File: src/rtl/huff_pkg.sv
// ----------------------------------------------------------------------------
// huff_pkg
// Shared constants and types for the Huffman encoder and its job arbiter.
//   MAX_CHAR_COUNT : characters per job (must match the encoder build)
//   BIT_WIDTH      : width of one character
//   FREQ_W         : width of one frequency
//   arb_state_t    : job arbiter FSM states
//   huff_job_t     : one job as handed to the encoder (characters + freqs)
// ----------------------------------------------------------------------------
package huff_pkg;

    localparam int MAX_CHAR_COUNT = 3;
    localparam int BIT_WIDTH      = 8;
    localparam int FREQ_W         = 3;

    typedef enum logic [1:0] {
        IDLE = 2'd0,
        KICK = 2'd1,
        RUN  = 2'd2,
        RESP = 2'd3
    } arb_state_t;

    typedef struct packed {
        logic [MAX_CHAR_COUNT-1:0][BIT_WIDTH-1:0] data;
        logic [MAX_CHAR_COUNT-1:0][FREQ_W-1:0]    freq;
    } huff_job_t;

endpackage

File: src/rtl/rr_arbiter.sv
// ----------------------------------------------------------------------------
// rr_arbiter
// Combinational round-robin pick: the first asserted request at or after the
// pointer, wrapping past NUM_REQ-1 back to 0.
//   req_i       : request vector
//   ptr_i       : highest-priority index for this pick (0..NUM_REQ-1)
//   gnt_o       : one-hot grant (zero when no request)
//   gnt_idx_o   : index of the granted request
//   gnt_valid_o : at least one request is asserted
// ----------------------------------------------------------------------------
module rr_arbiter #(
    parameter int NUM_REQ = 4,
    parameter int ID_W    = 2
) (
    input  logic [NUM_REQ-1:0] req_i,
    input  logic [ID_W-1:0]    ptr_i,
    output logic [NUM_REQ-1:0] gnt_o,
    output logic [ID_W-1:0]    gnt_idx_o,
    output logic               gnt_valid_o
);

    int          idx;
    logic [ID_W-1:0] idx_w;

    always_comb begin
        gnt_o       = '0;
        gnt_idx_o   = '0;
        gnt_valid_o = 1'b0;
        idx         = 0;
        idx_w       = '0;
        for (int i = 0; i < NUM_REQ; i++) begin
            idx = int'(ptr_i) + i;
            if (idx >= NUM_REQ) begin
                idx = idx - NUM_REQ;
            end
            idx_w = ID_W'(idx);
            if (!gnt_valid_o && req_i[idx_w]) begin
                gnt_valid_o = 1'b1;
                gnt_idx_o   = idx_w;
                gnt_o       = NUM_REQ'(1) << idx_w;
            end
        end
    end

endmodule

File: src/rtl/huff_job_arbiter.sv
// ----------------------------------------------------------------------------
// huff_job_arbiter
// Shares one Huffman encoder between NUM_REQ requesters. Jobs are accepted
// round-robin, loaded into the encoder, run with a timeout, and the captured
// encodings are returned tagged with the requester id. One job in flight.
//
// Ports
//   clk, reset               : clock, async active-high reset
//   req_valid / req_ready    : per-requester job handshake (ready one-hot)
//   req_data / req_freq      : per-requester characters and frequencies
//   resp_valid / resp_ready  : response handshake
//   resp_id                  : requester owning the response
//   resp_value / resp_mask   : captured encodings and valid-bit masks
//   resp_error               : job timed out (value/mask forced to zero)
//   enc_reset                : encoder synchronous reset
//   enc_data_in/enc_freq_in  : job presented to the encoder
//   enc_value/enc_mask/enc_done : encoder results
//
// state | meaning
// ------+-----------------------------------------------------------------
// IDLE  | encoder parked in reset, waiting for any req_valid to grant
// KICK  | job latched, encoder held in reset one more cycle to sample it
// RUN   | encoder running, timer counting, waiting for a genuine done
// RESP  | response presented, encoder parked, waiting for resp_ready
// ----------------------------------------------------------------------------
module huff_job_arbiter #(
    parameter int NUM_REQ        = 4,
    parameter int MAX_CHAR_COUNT = huff_pkg::MAX_CHAR_COUNT,
    parameter int TIMEOUT_CYC    = 32,
    parameter int ID_W           = 2
) (
    input  logic                                                         clk,
    input  logic                                                         reset,
    input  logic [NUM_REQ-1:0]                                           req_valid,
    output logic [NUM_REQ-1:0]                                           req_ready,
    input  logic [NUM_REQ-1:0][MAX_CHAR_COUNT-1:0][huff_pkg::BIT_WIDTH-1:0] req_data,
    input  logic [NUM_REQ-1:0][MAX_CHAR_COUNT-1:0][huff_pkg::FREQ_W-1:0]    req_freq,
    output logic                                                         resp_valid,
    input  logic                                                         resp_ready,
    output logic [ID_W-1:0]                                              resp_id,
    output logic [MAX_CHAR_COUNT-1:0][MAX_CHAR_COUNT-1:0]                resp_value,
    output logic [MAX_CHAR_COUNT-1:0][MAX_CHAR_COUNT-1:0]                resp_mask,
    output logic                                                         resp_error,
    output logic                                                         enc_reset,
    output logic [MAX_CHAR_COUNT-1:0][huff_pkg::BIT_WIDTH-1:0]           enc_data_in,
    output logic [MAX_CHAR_COUNT-1:0][huff_pkg::FREQ_W-1:0]              enc_freq_in,
    input  logic [MAX_CHAR_COUNT-1:0][MAX_CHAR_COUNT-1:0]                enc_value,
    input  logic [MAX_CHAR_COUNT-1:0][MAX_CHAR_COUNT-1:0]                enc_mask,
    input  logic                                                         enc_done
);

    import huff_pkg::*;

    localparam int TMR_W = (TIMEOUT_CYC > 1) ? $clog2(TIMEOUT_CYC) : 1;
    localparam logic [TMR_W-1:0] TMR_LAST = TMR_W'(TIMEOUT_CYC - 1);

    arb_state_t state_q;
    huff_job_t  job_q;
    logic [ID_W-1:0]  ptr_q;
    logic [ID_W-1:0]  ptr_d;
    logic [TMR_W-1:0] timer_q;
    logic             resp_valid_q;
    logic [ID_W-1:0]  resp_id_q;
    logic [MAX_CHAR_COUNT-1:0][MAX_CHAR_COUNT-1:0] resp_value_q;
    logic [MAX_CHAR_COUNT-1:0][MAX_CHAR_COUNT-1:0] resp_mask_q;
    logic             resp_error_q;
    logic             enc_reset_q;

    logic [NUM_REQ-1:0] gnt;
    logic [ID_W-1:0]    gnt_idx;
    logic               gnt_valid;

    rr_arbiter #(
        .NUM_REQ (NUM_REQ),
        .ID_W    (ID_W)
    ) u_rr_arbiter (
        .req_i       (req_valid),
        .ptr_i       (ptr_q),
        .gnt_o       (gnt),
        .gnt_idx_o   (gnt_idx),
        .gnt_valid_o (gnt_valid)
    );

    assign ptr_d = (gnt_idx == ID_W'(NUM_REQ - 1)) ? '0 : gnt_idx + ID_W'(1);

    // The grant must be combinational so the requester sees ready in the
    // same cycle its data is latched; it is held off while reset is asserted.
    assign req_ready = (state_q == IDLE && !reset) ? gnt : '0;

    always_ff @(posedge clk or posedge reset) begin
        if (reset) begin
            state_q      <= IDLE;
            job_q        <= '0;
            ptr_q        <= '0;
            timer_q      <= '0;
            resp_valid_q <= 1'b0;
            resp_id_q    <= '0;
            resp_value_q <= '0;
            resp_mask_q  <= '0;
            resp_error_q <= 1'b0;
            enc_reset_q  <= 1'b1;
        end else begin
            case (state_q)
                IDLE: begin
                    enc_reset_q <= 1'b1;
                    if (gnt_valid) begin
                        job_q.data <= req_data[gnt_idx];
                        job_q.freq <= req_freq[gnt_idx];
                        resp_id_q  <= gnt_idx;
                        ptr_q      <= ptr_d;
                        timer_q    <= '0;
                        state_q    <= KICK;
                    end
                end
                KICK: begin
                    // enc_reset was high through this cycle, so the encoder
                    // samples reset with the new job already on its inputs.
                    enc_reset_q <= 1'b0;
                    state_q     <= RUN;
                end
                RUN: begin
                    // timer_q == 0 marks the first RUN cycle, where enc_done
                    // still reflects the previous job.
                    if (timer_q != '0 && enc_done) begin
                        resp_value_q <= enc_value;
                        resp_mask_q  <= enc_mask;
                        resp_error_q <= 1'b0;
                        resp_valid_q <= 1'b1;
                        enc_reset_q  <= 1'b1;
                        state_q      <= RESP;
                    end else if (timer_q == TMR_LAST) begin
                        resp_value_q <= '0;
                        resp_mask_q  <= '0;
                        resp_error_q <= 1'b1;
                        resp_valid_q <= 1'b1;
                        enc_reset_q  <= 1'b1;
                        state_q      <= RESP;
                    end else begin
                        timer_q <= timer_q + TMR_W'(1);
                    end
                end
                RESP: begin
                    enc_reset_q <= 1'b1;
                    if (resp_ready) begin
                        resp_valid_q <= 1'b0;
                        timer_q      <= '0;
                        state_q      <= IDLE;
                    end
                end
                default: begin
                    state_q <= IDLE;
                end
            endcase
        end
    end

    assign resp_valid  = resp_valid_q;
    assign resp_id     = resp_id_q;
    assign resp_value  = resp_value_q;
    assign resp_mask   = resp_mask_q;
    assign resp_error  = resp_error_q;
    assign enc_reset   = enc_reset_q;
    assign enc_data_in = job_q.data;
    assign enc_freq_in = job_q.freq;

endmodule
File: config.mk
export PLATFORM = sky130hd
export DESIGN_NAME = huff_job_arbiter
export DESIGN_NICKNAME = d
export VERILOG_FILES = /design/src/rtl/huff_pkg.sv /design/src/rtl/rr_arbiter.sv /design/src/rtl/huff_job_arbiter.sv
export SDC_FILE = /design/constraint.sdc
export NUM_CORES = 1
export LEC_CHECK = 0
export CELL_PAD_IN_SITES_DETAIL_PLACEMENT = 0
export CELL_PAD_IN_SITES_GLOBAL_PLACEMENT = 2
export CORE_AREA = 2 2 135 137
export DETAILED_ROUTE_END_ITERATION = 8
export DIE_AREA = 0 0 137 139
export PLACE_DENSITY = 0.9
export SLEW_MARGIN = 20
export SYNTH_ARGS = -nofsm -noshare
export SYNTH_HDL_FRONTEND = slang
export SYNTH_SLANG_ARGS = --single-unit
File: constraint.sdc
create_clock -name clk -period 5.8 [get_ports clk]
set_input_delay 0.58 -clock clk [delete_from_list [all_inputs] [get_ports clk]]
set_output_delay 0.58 -clock clk [all_outputs]
set_load 0.005 [all_outputs]
==> impl_metrics.csv <==
group,metric,value,unit
status,outcome,"finished clean",
cts,clkTransAtPathRegs,0.06,ns
place,post-place-ws,1.440,ns
global_routing,global_route_wire_length_before_repair,23960,um
place,dp_cells,861,
layout,layout_commonest_cell,"clkdlybuf4s50_1",
layout,finalNetCount,816,
synth,postSynthNetCount,626,
floorplanning,core.rowCount,49,
floorplanning,core-area,17660,um^2
floorplanning,start_util,24.42,%
synth,yosysUniqueCellTypes,50,
layout,finalNonFillerCells,877,
synth,synth-seq-cells,65,
timing,drv_slew,0,
timing,worst-slew-pin-transition,1.072,ns
worst_setup_path,timing.critical_path.slowest_cell_delay,0.82,ns
synth,synth-warning-count,0,
worst_setup_path,path_cells,"inv_1 -> ha_1 -> mux4_2 -> nor2b_4 -> a22oi_1 -> nor2_1 -> a221oi_1 -> nor2_1 -> clkdlybuf4s50_1",
detailed_routing,vias_per_cell,5.023,
synth,synth-seq-area-share,37.75,%
layout,final_design_area_no_fill,6880,um^2
hold_path,hp-class,"register to register",
detailed_routing,drtAntennaViolNets,0,
timing,finalSetupTns,0,ns
cts,ctsResizeCount,0,
synth,synth_top_area_share,37.14,%
layout,areaGrowthSynthToFinish,59.58,%
power_and_ir_drop,vdd_ir_drop_max,0.2195,mV
timing,finalCriticalPeriod,4.372,ns
detailed_routing,detailroute.via_count,4405,
worst_setup_path,critical_path_peak_fanout,20,
detailed_routing,post-route-drc-count,0,
synth,synth_area_per_cell,9.518,um^2
floorplanning,die-width,137,um
global_routing,largest_net_degree_at_the_start_of_global_routing,67,
detailed_routing,detail_route.wirelength,15610,um
power_and_ir_drop,cellLeakagePower,2.754,nW
layout,final_cell_mix,"217 x clkdlybuf4s50_1, 64 x dfrtp_1, 48 x nand2_1",
worst_setup_path,cp-end-kind,"primary output",
place,dp_hpwl,11460,um
detailed_routing,first_iter_violations,161,
timing,slew_hr,28.24,%
worst_setup_path,critPathRequiredTime,5.22,ns
cts,ctsLongestPathBuffers,2,
cts,tritoncts_clock_tree,"built",
synth,number_of_flops_mapped_to_enable_cells_by_yosys,0,
timing,fin_ws,1.428,ns
worst_setup_path,critPathLaunchType,"register",
worst_setup_path,path_buf_inv,2,
place,gp_routability_congestion,0.8098,
floorplanning,die_h,139,um
global_routing,overflow,0,
timing,finClkSkew,0.005766,ns
cts,number_of_buffers_created_by_cts,9,
run,count_of_max_cap_constraint_violations,0,
cts,clock_insertion_delay_worst_skew,0.34,ns
detailed_routing,wl_per_cell,17.80,um
detailed_routing,detailedRoute.firstPassIterationCount,4,
worst_setup_path,crit_type,"register to primary output",
worst_setup_path,worst_path_most_repeated_cell,"nor2_1",
power_and_ir_drop,p_per_area,507.7,nW/um^2
cts,h-tree-depth,3,
cts,post_cts_hold_buffer_count,0,
worst_setup_path,crit_path_arrival_time,3.79,ns
layout,post_route_cells_drive_above_1_share,6.173,%
worst_setup_path,critical-path-slowest-cell,"dfrtp_1",
layout,num_antenna_cells,0,
layout,n_fill_cell,1716,
timing,final_min_period_over_clock_period,75.38,%
worst_setup_path,timing.critical_path.max_delay_family,"flip-flops",
global_routing,initial_antenna_violation_count,1,
global_routing,via_count_of_the_first_global_routing_pass,4440,
cts,cts_root_buffer,"clkbuf_16",
synth,number_of_standard_cells_after_synthesis,453,
global_routing,grt_use_total,16.22,%
synth,postSynth.topFlopCell,"dfrtp_1",
synth,synthesis.area,4312,um^2
timing,final-hold-violation-count,0,
cts,clock_sinks,65,
floorplanning,top_level_ports,218,
timing,setup_viol,0,
place,placedInstanceArea,6551,um^2
floorplanning,dieArea,19040,um^2
timing,grt_setup_unrepaired,"false",
timing,timing.fmax,228.7,MHz
synth,synth.top_cells.by_area,"dfrtp_1 37%, mux2i_1 8.1%, o211ai_1 6.8%",
synth,async_reset_ff_share,100.0,%
cts,postCtsSetupRepairBufs,0,
place,place.port_buffers,217,
synth,cell_type_with_the_largest_total_area_after_synthesis,"dfrtp_1",
==> through the flow <==
stage / power, W / utilization [%] / hold slack [ns]
after floorplan: 0.002184 / - / 0.4628
after global placement: 0.002873 / 37.10 / 0.4560
after detailed placement: 0.002925 / 37.10 / 0.4635
after CTS: 0.003544 / 38.97 / 0.4758
after global routing: 0.003764 / 38.97 / 0.5057
final: 0.003493 / 38.97 / 0.4682
==> synth_stat cells, types with 3 or more instances <==
cell and number:
dfrtp_1 64, nand2b_1 4, o21ai_1 9, buf_6 5
o21ai_0 26, clkbuf_1 13, buf_2 9, a21boi_0 5
nand2_1 48, and3_1 7, a211o_1 28, nor3b_1 3
mux4_2 3, ha_1 15, o21ai_2 3, o211ai_1 39
nor2_1 17, inv_1 10, a22oi_1 5, buf_4 7
a22o_1 19, nand3_1 29, mux2i_1 35, a21oi_1 9
a221oi_1 4, nor3_1 6, nor2b_1 3, buf_1 3
==> power breakdown <==
part	internal, W	switching, W	total [W]	leakage, nW
Sequential	0.000666	0.000151	0.000817	0.815
Combinational	0.000982	0.00109	0.00207	1.78
Clock	0.000389	0.000215	0.000604	0.159
==> worst reg2reg max path: stages, from the launching register on <==
cell and delay (ns):
dfrtp_1 0.82, inv_1 0.22, ha_1 0.48, mux4_2 0.52, nor2b_4 0.10, o21ai_4 0.79, nand2_4 0.59, ha_1 0.40
nor3_1 0.18, a22o_1 0.17
==> path summary, 6_finish.rpt <==
path                             from             end  slack, ns  depth (start not counted)
setup reg to reg             ptr_q[0]        ptr_q[0]       1.46                          9
setup / recovery             ptr_q[0]    req_ready[1]       1.43                          9
max in group asynchronous       reset  enc_freq_in[0]       4.41                          3
hold / removal             resp_id[0]      resp_id[0]       0.47                          2
hold reg to reg            resp_id[0]      resp_id[0]       0.47                          2
min in group asynchronous       reset   resp_value[3]       0.82                          3
==> routing by layer <==
| layer | GRT usage, % | vias to the layer above | wire length, um |
|---|---|---|---|
| li1 | - | 2070 | - |
| met1 | 19.67 | 2107 | 6291 |
| met2 | 26.92 | 210 | 7621 |
| met3 | 5.336 | 18 | 1427 |
| met4 | 5.317 | 0 | 269 |
| met5 | 0 | - | 0 |
==> sequential cells by signal, indices dropped and copies added, names as in the netlist <==
register	flops
resp_mask	9
timer_q	5
enc_freq_in	9
ptr_q	2
enc_data_in	24
state_q	2
resp_id	2
resp_error	1
resp_valid	1
enc_reset	1
resp_value	9
==> cell families (layout without fill, tap and decap cells) <==
| kind of cell | count (synthesis) | count (layout) | share of synthesized area (%) |
|---|---|---|---|
| compound gates | 156 | 156 | 26.81 |
| fa+ha+maj | 15 | 15 | 4.353 |
| buf+inv | 51 | 246 | 6.877 |
| flops | 65 | 65 | 37.75 |
| mux | 39 | 39 | 9.954 |
| simple gates | 127 | 127 | 14.25 |
==> cell type report <==
| class | count | area (um^2) | area share [%] |
|---|---|---|---|
| Clock buffer | 10 | 239.0 | 3.473 |
| Timing Repair Buffer | 220 | 2195 | 31.90 |
| Clock inverter | 6 | 90.09 | 1.309 |
| Tap cell | 229 | 286.5 | 4.164 |
| Inverter | 10 | 37.54 | 0.5456 |
| Sequential cell | 65 | 1628 | 23.66 |
| Multi-Input combinational cell | 337 | 2405 | 34.95 |
Power figures use the tool's default switching activity.
